**src/rtl/vga_timing_param.sv**
```systemverilog
// Parameterised VGA raster timing with character-cell counters and load/draw strobes.
// Optional blink generator compiled in with the VGA_TIMING_BLINK_EN macro.
module vga_timing_param #(
  parameter int unsigned H_VISIBLE    = 800,
  parameter int unsigned H_FRONT      = 56,
  parameter int unsigned H_SYNC       = 120,
  parameter int unsigned H_BACK       = 64,
  parameter int unsigned V_VISIBLE    = 600,
  parameter int unsigned V_FRONT      = 37,
  parameter int unsigned V_SYNC       = 6,
  parameter int unsigned V_BACK       = 23,
  parameter logic        HSYNC_POL    = 1'b0,
  parameter logic        VSYNC_POL    = 1'b0,
  parameter int unsigned CHAR_W       = 8,
  parameter int unsigned CHAR_H       = 10,
  parameter int unsigned LOAD_LEAD    = 7,
  parameter int unsigned BLINK_FRAMES = 32
) (
  input  logic        clk,
  input  logic        reset_n,
  output logic        hsync,
  output logic        vsync,
  output logic [10:0] xpos,
  output logic [10:0] ypos,
  output logic [3:0]  xchar,
  output logic [4:0]  ychar,
  output logic [7:0]  xtext,
  output logic [6:0]  ytext,
  output logic        drawing,
  output logic        clk_load_char,
  output logic        clk_draw_char,
  output logic        line_start,
  output logic        frame_start,
  output logic        blink
);

  localparam int unsigned H_TOTAL   = H_BACK + H_VISIBLE + H_FRONT + H_SYNC;
  localparam int unsigned V_TOTAL   = V_BACK + V_VISIBLE + V_FRONT + V_SYNC;
  localparam int unsigned H_VIS_END = H_BACK + H_VISIBLE;
  localparam int unsigned V_VIS_END = V_BACK + V_VISIBLE;
  localparam int unsigned H_SYNC_ST = H_VIS_END + H_FRONT;
  localparam int unsigned V_SYNC_ST = V_VIS_END + V_FRONT;
  localparam int unsigned L_START   = H_BACK - LOAD_LEAD;
  localparam int unsigned L_END     = L_START + H_VISIBLE;

  logic [3:0]  r_lcnt;
  logic        w_x_wrap;
  logic [10:0] w_x_nxt;
  logic [10:0] w_y_nxt;
  logic        w_hvis_nxt;
  logic        w_vvis_cur;
  logic        w_vvis_nxt;
  logic        w_draw_nxt;
  logic        w_lwin_nxt;
  logic [3:0]  w_lcnt_nxt;
  logic [3:0]  w_xchar_nxt;
  logic [7:0]  w_xtext_nxt;
  logic [4:0]  w_ychar_nxt;
  logic [6:0]  w_ytext_nxt;
  logic        w_fs_nxt;

  // Every registered output is computed from the next raster position so it lines up with xpos.
  always_comb begin
    w_x_wrap   = (xpos == 11'(H_TOTAL - 1));
    w_x_nxt    = w_x_wrap ? 11'd0 : xpos + 11'd1;
    w_y_nxt    = ypos;
    if (w_x_wrap) begin
      w_y_nxt  = (ypos == 11'(V_TOTAL - 1)) ? 11'd0 : ypos + 11'd1;
    end
    w_hvis_nxt = (w_x_nxt >= 11'(H_BACK)) && (w_x_nxt < 11'(H_VIS_END));
    w_vvis_cur = (ypos >= 11'(V_BACK)) && (ypos < 11'(V_VIS_END));
    w_vvis_nxt = (w_y_nxt >= 11'(V_BACK)) && (w_y_nxt < 11'(V_VIS_END));
    w_draw_nxt = w_hvis_nxt && w_vvis_nxt;
    w_fs_nxt   = (w_x_nxt == 11'd0) && (w_y_nxt == 11'd0);

    w_xchar_nxt = 4'd0;
    w_xtext_nxt = 8'd0;
    if (w_draw_nxt && drawing) begin
      if (xchar == 4'(CHAR_W - 1)) begin
        w_xtext_nxt = xtext + 8'd1;
      end else begin
        w_xchar_nxt = xchar + 4'd1;
        w_xtext_nxt = xtext;
      end
    end

    // Row counters hold across a line and step only on the line wrap.
    w_ychar_nxt = ychar;
    w_ytext_nxt = ytext;
    if (!w_vvis_nxt || !w_vvis_cur) begin
      w_ychar_nxt = 5'd0;
      w_ytext_nxt = 7'd0;
    end else if (w_x_wrap) begin
      if (ychar == 5'(CHAR_H - 1)) begin
        w_ychar_nxt = 5'd0;
        w_ytext_nxt = ytext + 7'd1;
      end else begin
        w_ychar_nxt = ychar + 5'd1;
      end
    end

    // Load phase runs LOAD_LEAD pixels ahead of the draw phase.
    w_lwin_nxt = (w_x_nxt >= 11'(L_START)) && (w_x_nxt < 11'(L_END));
    w_lcnt_nxt = 4'd0;
    if (w_lwin_nxt && (w_x_nxt != 11'(L_START)) && (r_lcnt != 4'(CHAR_W - 1))) begin
      w_lcnt_nxt = r_lcnt + 4'd1;
    end
  end

  always_ff @(posedge clk or negedge reset_n) begin
    if (!reset_n) begin
      xpos          <= 11'd0;
      ypos          <= 11'd0;
      hsync         <= ~HSYNC_POL;
      vsync         <= ~VSYNC_POL;
      xchar         <= 4'd0;
      xtext         <= 8'd0;
      ychar         <= 5'd0;
      ytext         <= 7'd0;
      drawing       <= 1'b0;
      clk_load_char <= 1'b0;
      clk_draw_char <= 1'b0;
      line_start    <= 1'b0;
      frame_start   <= 1'b0;
      r_lcnt        <= 4'd0;
    end else begin
      xpos          <= w_x_nxt;
      ypos          <= w_y_nxt;
      hsync         <= (w_x_nxt >= 11'(H_SYNC_ST)) ? HSYNC_POL : ~HSYNC_POL;
      vsync         <= (w_y_nxt >= 11'(V_SYNC_ST)) ? VSYNC_POL : ~VSYNC_POL;
      xchar         <= w_xchar_nxt;
      xtext         <= w_xtext_nxt;
      ychar         <= w_ychar_nxt;
      ytext         <= w_ytext_nxt;
      drawing       <= w_draw_nxt;
      clk_load_char <= w_lwin_nxt && (w_lcnt_nxt == 4'd0) && w_vvis_nxt;
      clk_draw_char <= w_draw_nxt && (w_xchar_nxt == 4'd0);
      line_start    <= (w_x_nxt == 11'd0);
      frame_start   <= w_fs_nxt;
      r_lcnt        <= w_lcnt_nxt;
    end
  end

`ifdef VGA_TIMING_BLINK_EN
  localparam int unsigned FC_W = (BLINK_FRAMES > 1) ? $clog2(BLINK_FRAMES) : 1;

  logic [FC_W-1:0] r_fcnt;
  logic            r_blink;

  // Toggle on the frame start that closes each BLINK_FRAMES-long half-period.
  always_ff @(posedge clk or negedge reset_n) begin
    if (!reset_n) begin
      r_fcnt  <= '0;
      r_blink <= 1'b0;
    end else if (w_fs_nxt) begin
      if (r_fcnt == FC_W'(BLINK_FRAMES - 1)) begin
        r_fcnt  <= '0;
        r_blink <= ~r_blink;
      end else begin
        r_fcnt  <= r_fcnt + FC_W'(1);
      end
    end
  end

  assign blink = r_blink;
`else
  // Frame count only matters when blinking is compiled in.
  assign blink = 1'b0 && (BLINK_FRAMES == 0);
`endif

endmodule
```
**config.mk**
```make
export PLATFORM = sky130hd
export DESIGN_NAME = vga_timing_param
export DESIGN_NICKNAME = d
export VERILOG_FILES = /design/src/rtl/vga_timing_param.sv
export SDC_FILE = /design/constraint.sdc
export NUM_CORES = 1
export LEC_CHECK = 0
export ABC_AREA = 1
export CAP_MARGIN = 10
export CORE_ASPECT_RATIO = 0.8
export CORE_UTILIZATION = 45
export CTS_CLUSTER_SIZE = 40
export DETAILED_ROUTE_END_ITERATION = 10
export PLACE_DENSITY_LB_ADDON = 0.08
export SLEW_MARGIN = 10
export SYNTH_ARGS = -nofsm -noshare
export SYNTH_HDL_FRONTEND = slang
export SYNTH_SLANG_ARGS = --single-unit
```
**constraint.sdc**
```tcl
create_clock -name clk -period 2.1 [get_ports clk]
set_input_delay 0.315 -clock clk [delete_from_list [all_inputs] [get_ports clk]]
set_output_delay 0.315 -clock clk [all_outputs]
set_load 0.1 [all_outputs]
```
# [Yosys cells after proc, flatten, opt, wreduce, memory -nomap -nowiden]
# Index checks and enable logic that the tools add are counted.
[totals] ff_bits=57 in_bits=2 word_cells=76
[op_classes] n_addsub=7 order_cmp=10 n_eq_ne=7 muxes=16 reduce_logical=22
[op_table] cell="less-than comparator 11 x 10 -> 1 bit (second input constant)" count=4
[op_table] cell="2-to-1 mux 11 bit" count=3
[op_table] cell="adder 11 x 1 -> 11 bit (second input constant)" count=2
[op_table] cell="greater-or-equal comparator 11 x 10 -> 1 bit (second input constant)" count=2
[op_table] cell="greater-or-equal comparator 11 x 5 -> 1 bit (second input constant)" count=2
[op_table] cell="zero test 11 bit" count=2
[op_table] cell="2-to-1 mux 7 bit" count=3
[op_table] cell="2-to-1 mux 8 bit" count=2
[op_table] cell="2-to-1 mux 5 bit" count=3
[op_table] cell="logical AND 1 bit" count=12
[op_table] cell="2-to-1 mux 4 bit" count=3
[op_table] cell="equality test 11 x 10 -> 1 bit (second input constant)" count=1
[op_table] cell="equality test 11 bit (second input constant)" count=1
[op_table] cell="greater-or-equal comparator 11 x 6 -> 1 bit (second input constant)" count=1
[op_table] cell="greater-or-equal comparator 11 x 7 -> 1 bit (second input constant)" count=1
[op_table] cell="inequality test 11 x 6 -> 1 bit (second input constant)" count=1
[op_table] cell="adder 4 x 1 -> 4 bit (second input constant)" count=2
[op_table] cell="adder 8 x 1 -> 8 bit (second input constant)" count=1
[op_table] cell="zero test 4 bit" count=2
[op_table] cell="adder 7 x 1 -> 7 bit (second input constant)" count=1
[op_table] cell="adder 5 x 1 -> 5 bit (second input constant)" count=1
[op_table] cell="equality test 5 x 4 -> 1 bit (second input constant)" count=1
[op_table] cell="equality test 4 x 3 -> 1 bit (second input constant)" count=1
[op_table] cell="inequality test 4 x 3 -> 1 bit (second input constant)" count=1
[op_table] cell="other kinds (6)" count=9

# [Longest topological paths before layout]
[logic_depth] depth_word=10 mapped_depth=19 mapped_depth_nobuf=18

# [Least setup slack after synthesis]
# No wires, ideal clock.
[synth_timing] path_type="flip-flop to flip-flop" start="reg xpos[1]" end="reg xtext[5]" setup_ps=80 arrival_time_ps=2911 required_ps=2020 path_slack_ps=-891 path_stages_with_launch=15 path_buffers=1 synth_period_minus_slack_ps=2991 cell_sequence="dfrtp_1 -> ha_1 -> nand2_1 -> nor2_1 -> nand2_1 -> nor2_1 -> nand2_1 -> nand2_1 -> nand3_1 -> nand3_1 -> nor2_1 -> nor2_1 -> nand4_1 -> buf_2 -> nor3b_2"
[synth_via] elab_chain_len=7 elab_cells_between_ends=14 classes_between="add/sub (1); order compare (4); eq/ne (2); mux (3); reduce/logical (4)"
[synth_lines] item="start: declaration" line_no="23" rtl="output logic [10:0] xpos,"
[synth_lines] item="start signal: assignment" line_no="127" rtl="xpos <= w_x_nxt;"
[synth_lines] item="adder 11 x 1 -> 11 bit / equality test 11 bit (equally long branches)" line_no="65, 64"
[synth_lines] item="2-to-1 mux 11 bit (on tied branches)" line_no="65, 67"
[synth_lines] item="greater-or-equal comparator 11 x 7 -> 1 bit (tied with other cells)" line_no="70" rtl="w_hvis_nxt = (w_x_nxt >= 11'(H_BACK)) && (w_x_nxt < 11'(H_VIS_END));"
[synth_lines] item="logical AND 1 bit (on tied branches)" line_no="70, 72"
[synth_lines] item="logical AND 1 bit (*)" line_no="73" rtl="w_draw_nxt = w_hvis_nxt && w_vvis_nxt;"
[synth_lines] item="logical AND 1 bit (*)" line_no="78" rtl="if (w_draw_nxt && drawing) begin"
[synth_lines] item="inequality test 2 x 1 -> 1 bit (no line) / 2-to-1 mux 8 bit (equally long branches)"
[synth_lines] item="end signal: assignment" line_no="132" rtl="xtext <= w_xtext_nxt;"
[synth_lines] item="end: declaration" line_no="27" rtl="output logic [7:0] xtext,"
# Mark *: on every way between the ends. The rest lies on a longest branch, timed or not.
# A chain may end at the register's enable or synchronous reset.

# [Worst setup path after layout]
[layout_timing] start="reg xpos[1]" end="reg clk_draw_char"
[layout_via] elab_chain_len=9 elab_cells_between_ends=15 classes_between="add/sub (1); order compare (4); eq/ne (1); mux (3); reduce/logical (6)"
[layout_lines] item="equality test 11 bit (*)" line_no="64" rtl="w_x_wrap = (xpos == 11'(H_TOTAL - 1));"
[layout_lines] item="2-to-1 mux 11 bit (*)" line_no="67" rtl="if (w_x_wrap) begin"
[layout_lines] item="net w_y_nxt[9]" line_no="49" rtl="logic [10:0] w_y_nxt;"
[layout_lines] item="greater-or-equal comparator 11 x 5 -> 1 bit / less-than comparator 11 x 10 -> 1 bit (equally long branches)" line_no="72" rtl="w_vvis_nxt = (w_y_nxt >= 11'(V_BACK)) && (w_y_nxt < 11'(V_VIS_END));"
[layout_lines] item="logical AND 1 bit (*)" line_no="72"
[layout_lines] item="logical AND 1 bit (*)" line_no="73"
[layout_lines] item="logical AND 1 bit" line_no="78"
[layout_lines] item="2-to-1 mux 4 bit" line_no="78"
[layout_lines] item="zero test 4 bit" line_no="137" rtl="clk_draw_char <= w_draw_nxt && (w_xchar_nxt == 4'd0);"
[layout_lines] item="logical AND 1 bit (*)" line_no="137"
[layout_lines] item="end signal: assignment" line_no="137"
[layout_lines] item="end: declaration" line_no="31" rtl="output logic clk_draw_char,"
# Mark *: on every way through the listed nets, which the timed path passes. The rest lies on a longest branch.

==> metrics <==
run status=finished with violations; failing checks=negative setup slack; top fanout value on the critical path=6; Netlist Area Pre-Place=3690 um^2; layer with the highest usage=met2; number of standard-cell rows in the floorplan=29; number of cells on the worst reg-to-reg path=15; final number of max-transition violations=0; Yosys cell types=40; Fin Setup TNS=-8.93 ns; Fillers=~570; first-pass iteration count of the detailed router=5; maximum vdd ir drop=a little under 0.4 mV; data required time at the worst endpoint=about 2.3 ns; post-route ant nets=0; area growth from synthesis to layout=63.8%; startpoint of the worst hold path=r_lcnt[0]$_DFF_PN0_; synthesized instance count=slightly above 500; detailed placer's ending HPWL=roughly 7.4 mm; standby leakage power=just under 3 nW; reg2reg end=clk_draw_char$_DFF_PN0_; hold worst-path end=r_lcnt[0]$_DFF_PN0_; num ports=56; overall via count from detail_route=about 4000; via count normalized by instance count=between 5 and 6; final instance area=between 6000 and 7000 um^2; highest clock frequency the design can meet=a little over 400 MHz; pin count of the biggest net entering global routing=slightly below 60; count of maximum capacitance violations=0; cell type with the highest aggregate area in the netlist=sky130_fd_sc_hd__dfrtp_1; DIE HEIGHT=83.0 um; wire length of the first global-routing pass=17.9 mm; R2R setup slack=-0.38 ns; initial DRC count=roughly 210; filler-free cell count of the finished design=802; Power per Cell Area=about 370 nW/um^2; Setup Skew=0.0102 ns; CP Launch Type=register; share of final-layout standard cells stronger than drive strength 1=0.503; final period demand of the worst path=2.48 ns; cells along the critical path=ha_4 > nand2_4 > nor2_4 > nand3_2 > nor2_4 > clkbuf_16 > nand4_1 > nand2_2 > nor2_4 > nand3_4 > buf_4 > nand4_1 > buf_4 > a21oi_2 > nor2_1; final WL=around 12 mm; Synth Warn #=0; final worst-path cycle share=1.18; deepest level of the CTS H-tree=3; antenna violations before repair=0; post-place instance area=approximately 5000 um^2; Tightest Hold Check Type=reg2reg; root cell of the clock tree=sky130_fd_sc_hd__clkbuf_8; portion of synthesized cell area occupied by the leading cell type=0.373; number of buffers created by CTS=9; sequential fraction of the synthesis area=0.387; worst slack after detailed placement=-0.393 ns; ant diodes=0; Final Total Pwr=between 2 and 2.5 mW; clock sinks=between 50 and 60; core utilization of the finished layout=0.761; slowest cell on the critical path=sky130_fd_sc_hd__dfrtp_4; Rel. slew slack=0.657; final routed DRC violation total=0; Bufs on Longest Clock Path=2; Setup-failing EPs final=32; Reg area=1480 um^2; slack of the critical path=-0.379 ns; global-route met2 utilization=0.450; crit end category=register; cell count of the worst hold path=1; Total GRT Usage=0.266; number of buffer and inverter instances along the worst setup path=3; kind of cell adding the most delay to the critical path=simple AND/OR/NAND/NOR gates; count of state elements after synthesis=57; setup repair after global routing missed its margin=true; Worst Hold Margin=between 0.4 and 0.5 ns; most frequent cells in the layout=159 x sky130_fd_sc_hd__buf_4, 104 x sky130_fd_sc_hd__nand2_1, 60 x sky130_fd_sc_hd__inv_1; number of port buffers=54; cell seen most often among critical-path stages=sky130_fd_sc_hd__nor2_4; met1 track demand over resource=0.338; horizontal die dimension=103 um; placed insts=758; via count of the first global-routing pass=3894; average routed wire per standard cell=roughly 15 um; Mean Syn Cell Area=between 7 and 8 um^2; Worst Setup Path Type=reg2reg; core area=a little under 8000 um^2; Die Area=between 8000 and 9000 um^2; Reg clk slew, reported paths=~0.070 ns; met3 GRT Util=0.0606; CTS tree=done; worst-margin pin slew=between 0.5 and 0.6 ns; delay of the slowest cell on the worst path=between 0.4 and 0.5 ns; clk_lat worst skew=between 0.3 and 0.4 ns; Placer Congestion=between 0.9 and 1; overall overflow remaining after global route=0; number of failing hold endpoints at the final stage=0; number of nets in the synthesized netlist=~530; multi-input logic area=2520 um^2; most area-consuming cells after synthesis=sky130_fd_sc_hd__dfrtp_1 37%, sky130_fd_sc_hd__nand2_1 13%, sky130_fd_sc_hd__nor2_1 7.8%; most common library cell in the layout ignoring fill and taps=sky130_fd_sc_hd__buf_4; Initial Util=0.465; Net count, final=approximately 700; r2r startpoint=xpos[1]$_DFF_PN0_; worst endpoint data arrival time=between 2 and 3 ns
## kinds of logic (layout without fill, tap and decap cells)
| group | Yosys count | in the layout | share of synthesized area |
|---|---|---|---|
| AND/OR/NAND/NOR | 309 | 309 | 0.380 |
| other | 1 | 1 | 0.00102 |
| flip-flops | 57 | 57 | 0.387 |
| AO/OA/AOI/OAI | 35 | 35 | 0.0586 |
| buffers and inverters | 82 | 264 | 0.0952 |
| XOR/XNOR | 16 | 16 | 0.0380 |
| adder cells (fa/ha/maj) | 12 | 12 | 0.0407 |
## registers in the layout, summed over array words and instances, names as in the netlist
signal         flops
ychar              5
vsync              1
hsync              1
drawing            1
xtext              8
frame_start        1
r_lcnt             4
ypos              11
clk_load_char      1
xpos              11
line_start         1
ytext              7
clk_draw_char      1
xchar              4
## synth_stat cells
| cell type | n |
|---|---|
| sky130_fd_sc_hd__xor2_1 | 12 |
| sky130_fd_sc_hd__dfrtp_1 | 55 |
| sky130_fd_sc_hd__clkinv_1 | 2 |
| sky130_fd_sc_hd__nor3b_1 | 1 |
| sky130_fd_sc_hd__nand3b_1 | 2 |
| sky130_fd_sc_hd__o41ai_1 | 1 |
| sky130_fd_sc_hd__conb_1 | 1 |
| sky130_fd_sc_hd__nor3_4 | 2 |
| sky130_fd_sc_hd__nand3_2 | 4 |
| sky130_fd_sc_hd__dfstp_2 | 2 |
| sky130_fd_sc_hd__buf_6 | 3 |
| sky130_fd_sc_hd__ha_1 | 12 |
| sky130_fd_sc_hd__inv_1 | 65 |
| sky130_fd_sc_hd__o211ai_1 | 8 |
| sky130_fd_sc_hd__xnor2_1 | 4 |
| sky130_fd_sc_hd__a21oi_2 | 1 |
| sky130_fd_sc_hd__nand4_1 | 16 |
| sky130_fd_sc_hd__nor2_2 | 3 |
| sky130_fd_sc_hd__clkbuf_1 | 1 |
| sky130_fd_sc_hd__nor3_2 | 1 |
| sky130_fd_sc_hd__o21ai_1 | 6 |
| sky130_fd_sc_hd__nor3_1 | 11 |
| sky130_fd_sc_hd__nand2_1 | 132 |
| sky130_fd_sc_hd__nor4_1 | 3 |
| sky130_fd_sc_hd__nor2_4 | 2 |
| sky130_fd_sc_hd__buf_2 | 4 |
| sky130_fd_sc_hd__buf_4 | 4 |
| sky130_fd_sc_hd__o2111ai_1 | 1 |
| sky130_fd_sc_hd__and3_1 | 1 |
| sky130_fd_sc_hd__or2_2 | 3 |
| sky130_fd_sc_hd__clkbuf_2 | 1 |
| sky130_fd_sc_hd__nor2_1 | 77 |
| sky130_fd_sc_hd__o21ai_0 | 5 |
| sky130_fd_sc_hd__nand2_2 | 7 |
| sky130_fd_sc_hd__nor3b_2 | 1 |
| sky130_fd_sc_hd__o21bai_1 | 3 |
| sky130_fd_sc_hd__a21oi_1 | 9 |
| sky130_fd_sc_hd__inv_2 | 2 |
| sky130_fd_sc_hd__nand3_1 | 43 |
| sky130_fd_sc_hd__o31ai_1 | 1 |
## how the worst max path moves through the flow
stage                       from                       to  cells past startpoint
5_1_grt        xpos[1]$_DFF_PN0_  clk_draw_char$_DFF_PN0_                     19
4_1_cts        xpos[0]$_DFF_PN0_  clk_load_char$_DFF_PN0_                     17
6_report       xpos[1]$_DFF_PN0_  clk_draw_char$_DFF_PN0_                     15
3_3_place_gp   ypos[0]$_DFF_PN0_     ychar[3]$_DFFE_PN0P_                     17
2_1_floorplan  xpos[1]$_DFF_PN0_     xtext[5]$_DFFE_PN0P_                     16
3_5_place_dp   ypos[0]$_DFF_PN0_     ychar[0]$_DFFE_PN0P_                     17
## cell type report
cell class / instances / area share
multi-input combinational: 373 / 0.417
sequential: 57 / 0.244
tap: 108 / 0.0223
inverter: 69 / 0.0430
clock buffer: 10 / 0.0228
clock inverter: 6 / 0.0110
timing repair buffer: 179 / 0.240
## routing by layer
metal | wire length (um) | vias up
met5 | 0 | -
met4 | 209 | 0
li1 | - | 1983
met2 | 5940 | 109
met3 | 521 | 22
met1 | 4980 | 1964
## power breakdown
group	total (mW)	internal [mW]	switching [mW]
registers	1.10	1.10	0
logic	0.0353	0.00583	0.0295
clock network	1.08	0.582	0.496
## timing repair
item | in CTS | in global routing
endpoints found under the hold margin | 55 | 0
gates resized for setup | 90 | 64
hold buffers | 1 | 0
setup buffers | 18 | 9
gates cloned | 1 | 1
endpoints found under the setup margin | 32 | 33
pin swaps | 29 | 31
No activity file was read; power rests on OpenSTA's default activity.
